===== src/rtl/comparator_pkg.sv =====
// Shared types and result encoding for the serial magnitude comparator.
package comparator_pkg;

  typedef enum logic [1:0] {
    IDLE = 2'd0,
    RUN  = 2'd1,
    DONE = 2'd2
  } state_e;

  // One-hot {lt, eq, gt}; NONE is the reset value only.
  localparam logic [2:0] RES_NONE = 3'b000;
  localparam logic [2:0] RES_LT   = 3'b100;
  localparam logic [2:0] RES_EQ   = 3'b010;
  localparam logic [2:0] RES_GT   = 3'b001;

  function automatic logic [2:0] res_encode(input logic is_lt, input logic is_gt);
    if (is_lt)      return RES_LT;
    else if (is_gt) return RES_GT;
    else            return RES_EQ;
  endfunction

endpackage


===== src/rtl/comparator_serial_cmp_chunk.sv =====
// Combinational unsigned magnitude compare of one operand slice.
module cmp_chunk #(
  parameter int W = 2
) (
  input  logic [W-1:0] a,
  input  logic [W-1:0] b,
  output logic         lt,
  output logic         gt
);

  assign lt = (a < b);
  assign gt = (a > b);

endmodule


===== src/rtl/comparator_serial.sv =====
// Multi-cycle comparator: walks the operands CHUNK bits per cycle, MSB slice first,
// with a fixed latency of WIDTH/CHUNK cycles regardless of where they differ.
module comparator_serial
  import comparator_pkg::*;
#(
  parameter int WIDTH = 8,
  parameter int CHUNK = 2
) (
  input  logic             clk,
  input  logic             rst_n,
  input  logic             start,
  input  logic             signed_mode,
  input  logic [WIDTH-1:0] a,
  input  logic [WIDTH-1:0] b,
  output logic             busy,
  output logic             done,
  output logic             lt,
  output logic             eq,
  output logic             gt
);

  localparam int NCH = WIDTH / CHUNK;
  localparam int CW  = (NCH > 1) ? $clog2(NCH) : 1;
  localparam logic [WIDTH-1:0] MSB_MASK = {1'b1, {(WIDTH-1){1'b0}}};

  if (WIDTH < 2 || WIDTH > 64 || CHUNK < 1 || (WIDTH % CHUNK) != 0) begin : g_bad_params
    $error("comparator_serial: WIDTH must be 2..64 and a multiple of CHUNK");
  end

  state_e           state_q, state_d;
  logic [WIDTH-1:0] a_q, a_d, b_q, b_d;
  logic [CW-1:0]    cnt_q, cnt_d;
  logic             dec_q, dec_d;
  logic             dlt_q, dlt_d;
  logic             busy_q, busy_d;
  logic             done_q, done_d;
  logic [2:0]       res_q, res_d;

  logic [WIDTH-1:0] a_sh, b_sh;
  logic             slice_lt, slice_gt;

  assign a_sh = a_q >> (32'(cnt_q) * CHUNK);
  assign b_sh = b_q >> (32'(cnt_q) * CHUNK);

  cmp_chunk #(.W(CHUNK)) u_cmp_chunk (
    .a  (a_sh[CHUNK-1:0]),
    .b  (b_sh[CHUNK-1:0]),
    .lt (slice_lt),
    .gt (slice_gt)
  );

  always_comb begin
    state_d = state_q;
    a_d     = a_q;
    b_d     = b_q;
    cnt_d   = cnt_q;
    dec_d   = dec_q;
    dlt_d   = dlt_q;
    res_d   = res_q;
    busy_d  = 1'b0;
    done_d  = 1'b0;
    unique case (state_q)
      IDLE, DONE: begin
        if (start) begin
          // Flipping the sign bit maps two's-complement order onto unsigned order.
          a_d     = a ^ (signed_mode ? MSB_MASK : '0);
          b_d     = b ^ (signed_mode ? MSB_MASK : '0);
          dec_d   = 1'b0;
          dlt_d   = 1'b0;
          cnt_d   = CW'(NCH - 1);
          state_d = RUN;
          busy_d  = 1'b1;
        end else begin
          state_d = IDLE;
        end
      end
      RUN: begin
        if (!dec_q && (slice_lt || slice_gt)) begin
          dec_d = 1'b1;
          dlt_d = slice_lt;
        end
        if (cnt_q == '0) begin
          state_d = DONE;
          done_d  = 1'b1;
          res_d   = dec_q ? (dlt_q ? RES_LT : RES_GT) : res_encode(slice_lt, slice_gt);
        end else begin
          cnt_d  = cnt_q - 1'b1;
          busy_d = 1'b1;
        end
      end
      default: state_d = IDLE;
    endcase
  end

  always_ff @(posedge clk or negedge rst_n) begin
    if (!rst_n) begin
      state_q <= IDLE;
      a_q     <= '0;
      b_q     <= '0;
      cnt_q   <= '0;
      dec_q   <= 1'b0;
      dlt_q   <= 1'b0;
      busy_q  <= 1'b0;
      done_q  <= 1'b0;
      res_q   <= RES_NONE;
    end else begin
      state_q <= state_d;
      a_q     <= a_d;
      b_q     <= b_d;
      cnt_q   <= cnt_d;
      dec_q   <= dec_d;
      dlt_q   <= dlt_d;
      busy_q  <= busy_d;
      done_q  <= done_d;
      res_q   <= res_d;
    end
  end

  assign busy = busy_q;
  assign done = done_q;
  assign lt   = res_q[2];
  assign eq   = res_q[1];
  assign gt   = res_q[0];

endmodule


===== config.mk =====
export PLATFORM = sky130hd
export DESIGN_NAME = comparator_serial
export DESIGN_NICKNAME = d
export VERILOG_FILES = /design/src/rtl/comparator_pkg.sv /design/src/rtl/comparator_serial_cmp_chunk.sv /design/src/rtl/comparator_serial.sv
export SDC_FILE = /design/constraint.sdc
export NUM_CORES = 1
export LEC_CHECK = 0
export ABC_AREA = 0
export CORE_UTILIZATION = 30
export DETAILED_ROUTE_END_ITERATION = 10
export PLACE_DENSITY = 0.52
export REMOVE_ABC_BUFFERS = 1
export SYNTH_ARGS = -nofsm -noshare
export SYNTH_HDL_FRONTEND = slang
export SYNTH_SLANG_ARGS = --single-unit
export TNS_END_PERCENT = 10

===== constraint.sdc =====
create_clock -name clk -period 2.15 [get_ports clk]
set_input_delay 0.3225 -clock clk [delete_from_list [all_inputs] [get_ports clk]]
set_output_delay 0.3225 -clock clk [all_outputs]
set_load 0.005 [all_outputs]

==> impl_metrics.json, run 1 <==
{
  "grt_first_pass_wirelength_mm": 3.93,
  "clockRootBuffer": "clkbuf_8",
  "wire_per_inst_um": 11.2,
  "initial_core_util": 0.318,
  "cp_cell_sequence": "mux4_2 -> ha_1 -> nor2b_1 -> nor2_1 -> a32o_2",
  "p_sw_w": 0.000827,
  "ctsLongestPathBuffers": 2,
  "io_buffers": 24,
  "syn_area_sq_mm": 0.00129,
  "synth_top_area_frac": 0.524,
  "arrival_ns": 2.11,
  "vdd_ir_drop_max_uv": 572,
  "n_antenna_cell": 0,
  "grt_max_degree": 28,
  "fill_cells": 411,
  "clockPowerShare": 0.134,
  "path_max_fanout": 7,
  "globalplace.congestion": 0.755,
  "ys_warn_count": 0,
  "p_per_area_mw_per_mm2": 1420,
  "tns_ns": 0,
  "path_class": "reg -> reg",
  "crit_path_start_kind": "flop",
  "nNetsFinal": 172,
  "mostFrequentLayoutCell": "nand2_1",
  "numCtsBuffers": 3,
  "core_sq_mm": 0.00406,
  "post-place-ws_ns": 0.110,
  "worstMarginPinSlew_ns": 0.363,
  "clock.fmax_mhz": 514,
  "slowest_delay_ns": 0.52,
  "drc": 0,
  "synth_area_leader_cell": "dfrtp_1",
  "maxCapViolCount": 0,
  "power_leakage_nw": 0.761,
  "final_area_sq_mm": 0.00160,
  "clk_pin_slew_ns": 0.10,
  "maxSlewHeadroom": 0.758,
  "wirelength_mm": 2.22,
  "drive_gt1_frac": 0.115,
  "htree_levels": 1,
  "synth.distinct_cells": 30,
  "swShare": 0.366,
  "setup_viol": 0,
  "fin_skew_ns": 0.0116,
  "grt_overflow_total": 0,
  "internal_power_w": 0.00143,
  "dr.pass1.iters": 4,
  "power_frac_seq": 0.418,
  "rsz0062_at_grt": "false",
  "cts_hold_buf": 0,
  "dpl.hpwl_mm": 1.60,
  "synth_cells": 125,
  "status": "complete, no violations",
  "drt_iter0_markers": 33,
  "fin_crit_ns": 1.94,
  "die_area_sq_mm": 0.00456,
  "synth-seq-cells": 27,
  "endpoint_kind": "flop",
  "grt_usage": 0.117,
  "fin_crit_sh": 0.905,
  "fin_cells": 198,
  "worstHoldPathType": "in -> async",
  "multiInputGateArea_sq_um": 533,
  "ant_nets": 0,
  "grt_pass1_vias": 882,
  "fin_ws_ns": 0.205,
  "fin_util": 0.393,
  "crit_required_ns": 2.32,
  "highest_layer": "met4",
  "synth_area_leaders": "dfrtp_1, nand2_1, mux4_2",
  "maxSlewViolCount": 0,
  "clkSinkCount": 27,
  "area_delta_synth_final_pct": 23.9,
  "placed_cell_area_sq_mm": 0.00155,
  "ios": 25,
  "fp-row-count": 23,
  "slowest_stage": "mux4_2",
  "finalHoldViolCount": 0,
  "die-width_um": 67.5,
  "seq_area_sq_um": 677,
  "vias_per_cell": 4.46,
  "clk_latency_ns": 0.28,
  "met1_length_mm": 1.14,
  "die_h_um": 67.5,
  "route.met3.wl_um": 133,
  "power_frac_comb": 0.448,
  "ys_seq_area_frac": 0.524,
  "cts_tree": "yes",
  "final_cell_mix": "nand2_1, dfrtp_1, clkdlybuf4s50_1",
  "placed_cells": 194,
  "dr_wl_met2_um": 938,
  "num_vias": 884,
  "synth_area_per_cell_sq_um": 10.3,
  "antenna_found_initial": 0
}
flip-flops by register name, indices dropped and copies added, names as in the netlist:
| signal | cells |
|---|---|
| a_q | 8 |
| b_q | 8 |
| busy | 1 |
| cnt_q | 2 |
| dec_q | 1 |
| dlt_q | 1 |
| done | 1 |
| res_q | 3 |
| state_q | 2 |
final timing paths:
path                          start       end  slack, ns  cells past startpoint
min in group clk             b_q[4]    b_q[4]       0.48                      2
max reg2reg                cnt_q[0]     dlt_q       0.21                      5
min                           rst_n    a_q[6]       0.41                      2
max                        cnt_q[0]     dlt_q       0.21                      5
max in group asynchronous     rst_n  cnt_q[0]       1.47                      2
min reg2reg                  b_q[4]    b_q[4]       0.48                      2
cells by family (layout without fill, tap and decap cells):
family                   after synthesis  in the layout  synth area share
buffers and inverters                 13             36            0.0621
AO/OA/AOI/OAI                         16             16            0.0884
multiplexers                           4              4            0.0699
XOR/XNOR                               2              2            0.0136
flip-flops                            27             27             0.524
adder cells (fa/ha/maj)                3              3            0.0291
AND/OR/NAND/NOR                       60             60             0.213
cell usage after synthesis, drive strengths merged:
cell / instances
nand3: 1
nor2: 3
o31ai: 1
mux4: 4
a31oi: 2
ha: 3
buf: 6
xnor2: 2
a21o: 3
o21ai: 4
nand3b: 1
o311ai: 1
dfrtp: 27
a32o: 1
nand2b: 2
nor3b: 1
inv: 7
or3: 1
nor2b: 2
a21oi: 1
o21a: 2
a22o: 1
nor3: 1
nand2: 48
worst max-delay path, delay by kind of cell, from the launching register on:
family	cells	cell delay, ns
AOI/OAI and AO/OA	1	0.23
adders and majority gates	1	0.33
DFF	1	0.49
muxes	1	0.52
and+or+nand+nor	2	0.27
area by class of cell:
cell class,count,area share
clock buffers,3,0.0259
clock inverters,1,0.00549
flip-flops and latches,27,0.424
inverters,7,0.0165
repair buffers,25,0.155
well taps,50,0.0392
multi-input cells,85,0.334
routing by layer:
metal	GRT usage	vias to the layer above
li1	-	453
met1	0.150	405
met2	0.192	24
met3	0.0439	2
met4	0.0160	0
met5	0	-
stage by stage:
| step | hold slack, ns | total power (W) |
|---|---|---|
| 3_3_place_gp | 0.458 | 0.00194 |
| 2_1_floorplan | 0.0269 | 0.00166 |
| 4_1_cts | 0.425 | 0.00228 |
| 3_5_place_dp | 0.459 | 0.00198 |
| 5_1_grt | 0.436 | 0.00247 |
| 6_report | 0.409 | 0.00226 |
power by group through the flow:
stage | combinational [W] | clock [W] | sequential, W
floorplan | 0.000758 | 0 | 0.000904
finish | 0.00101 | 0.000304 | 0.000945
global route | 0.00115 | 0.000338 | 0.000983
detailed placement | 0.00102 | 0 | 0.000957
CTS | 0.00102 | 0.000312 | 0.000948
global placement | 0.000988 | 0 | 0.000953
repair_timing:
item	4_1_cts	5_1_grt
setup endpoints to repair	0	4
buffers inserted	0	0
resized for setup	0	1
Power figures use the tool's default switching activity.
==> run 2: changes to the inputs <==
Settings changed: CORE_MARGIN set to 2.
==> run 2 against run 1 <==
Net effect:
- fmax up 1.0%
- highest routed layer unchanged
- cell area down 0.23%
- largest cell class unchanged
- clock-buffer cell count unchanged
- die area up 6.0%
- register-to-register slack better by 0.02 ns
- sequential share of layout area up 0.10 points
- worst setup slack better by 0.020 ns
- flip-flop and latch count unchanged
- clock power down 6.6%
==> impl_metrics.json, run 2 (same netlist as run 1, synthesis figures left out) <==
{
  "status": "complete, no violations",
  "fin_util": 0.393,
  "maxSlewViolCount": 0,
  "power_leakage_nw": 0.761,
  "clockRootBuffer": "clkbuf_8",
  "grt_usage": 0.103,
  "final_cell_mix": "nand2_1, dfrtp_1, clkdlybuf4s50_1",
  "maxCapViolCount": 0,
  "wire_per_inst_um": 11.1,
  "drt_iter0_markers": 69,
  "crit_required_ns": 2.37,
  "setup_viol": 0,
  "rsz0062_at_grt": "false",
  "vdd_ir_drop_max_uv": 449,
  "ios": 25,
  "postCtsSetupBuffers": 0,
  "tns_ns": 0,
  "finalHoldViolCount": 0,
  "seq_area_sq_um": 677,
  "antenna_found_initial": 0,
  "fin_skew_ns": 0.00638,
  "wirelength_mm": 2.19,
  "endpoint_kind": "flop",
  "drc": 0,
  "crit_path_start_kind": "flop",
  "grt_first_pass_wirelength_mm": 3.95,
  "cts_tree": "yes",
  "grt_overflow_total": 0,
  "die-width_um": 69.5,
  "globalplace.congestion": 0.760,
  "slowest_delay_ns": 0.53,
  "grt_max_degree": 28,
  "p_per_area_mw_per_mm2": 1400,
  "clock.fmax_mhz": 519,
  "drive_gt1_frac": 0.115,
  "slowest_stage": "mux4_2",
  "mostFrequentLayoutCell": "nand2_1",
  "cts.repair.resized": 0,
  "fin_crit_ns": 1.93,
  "fp-row-count": 23,
  "grt_pass1_vias": 891,
  "n_antenna_cell": 0,
  "htree_levels": 1,
  "critPathBufInv": 1,
  "path_class": "reg -> reg",
  "clkSinkCount": 27,
  "maxSlewHeadroom": 0.762,
  "dpl.hpwl_mm": 1.60,
  "fin_crit_sh": 0.895,
  "reg_top3": "a_q x8, b_q x8, res_q x3",
  "clk_pin_slew_ns": 0.09,
  "cp_cell_sequence": "mux4_2 -> inv_1 -> ha_1 -> nor2b_1 -> o311ai_1 -> o21a_1",
  "nNetsFinal": 172,
  "worstMarginPinSlew_ns": 0.356,
  "numCtsBuffers": 3,
  "die_h_um": 69.5,
  "fill_cells": 409,
  "area_delta_synth_final_pct": 23.6,
  "die_area_sq_mm": 0.00484,
  "io_buffers": 24,
  "initial_core_util": 0.318,
  "core_sq_mm": 0.00406,
  "num_vias": 880,
  "ant_nets": 0,
  "worstHoldPathType": "in -> async",
  "ctsLongestPathBuffers": 2,
  "cp_top_family": "multiplexers",
  "multiInputGateArea_sq_um": 533,
  "hold_ws_ns": 0.409,
  "clk_latency_ns": 0.28,
  "dr.pass1.iters": 4,
  "path_max_fanout": 7,
  "arrival_ns": 2.14,
  "cts_hold_buf": 0,
  "vias_per_cell": 4.44
}
run 2: per-layer routing:
metal	share of wire	track usage
met1	0.51	0.130
met2	0.41	0.160
met3	0.058	0.0363
met4	0.020	0.0458
met5	0	0
run 2: power by group:
group	leakage (nW)	internal (W)	switching, W
registers	0.329	0.000744	0.000199
logic	0.406	0.000553	0.000453
clock network	0.0255	0.000130	0.000154
run 2: through the flow:
stage | power, W | instance area [sq um] | std cells | worst slack (ns)
floorplan | 0.00166 | 1230 | 119 | 0.269
global placement | 0.00194 | 1550 | 194 | 0.192
detailed placement | 0.00197 | 1550 | 194 | 0.126
CTS | 0.00226 | 1590 | 198 | 0.107
global route | 0.00244 | 1590 | 198 | 0.100
finish | 0.00223 | 1590 | 198 | 0.225
run 2: cell type report:
cell class,count,area share
clock buffer,3,0.0259
clock inverter,1,0.00314
inverter,7,0.0165
multi-input combinational,85,0.335
sequential,27,0.425
tap,50,0.0393
timing repair buffer,25,0.156
run 2: worst paths after layout:
path                            cells after the start        to  slack (ns)     start
min in group clk                                    2    a_q[5]        0.48    a_q[5]
worst max register to register                      6  res_q[2]        0.22  cnt_q[0]
worst min register to register                      2    a_q[5]        0.48    a_q[5]
worst min-delay path                                2    b_q[1]        0.41     rst_n
worst max-delay path                                6  res_q[2]        0.22  cnt_q[0]
max in group asynchronous                           2  cnt_q[0]        1.47     rst_n
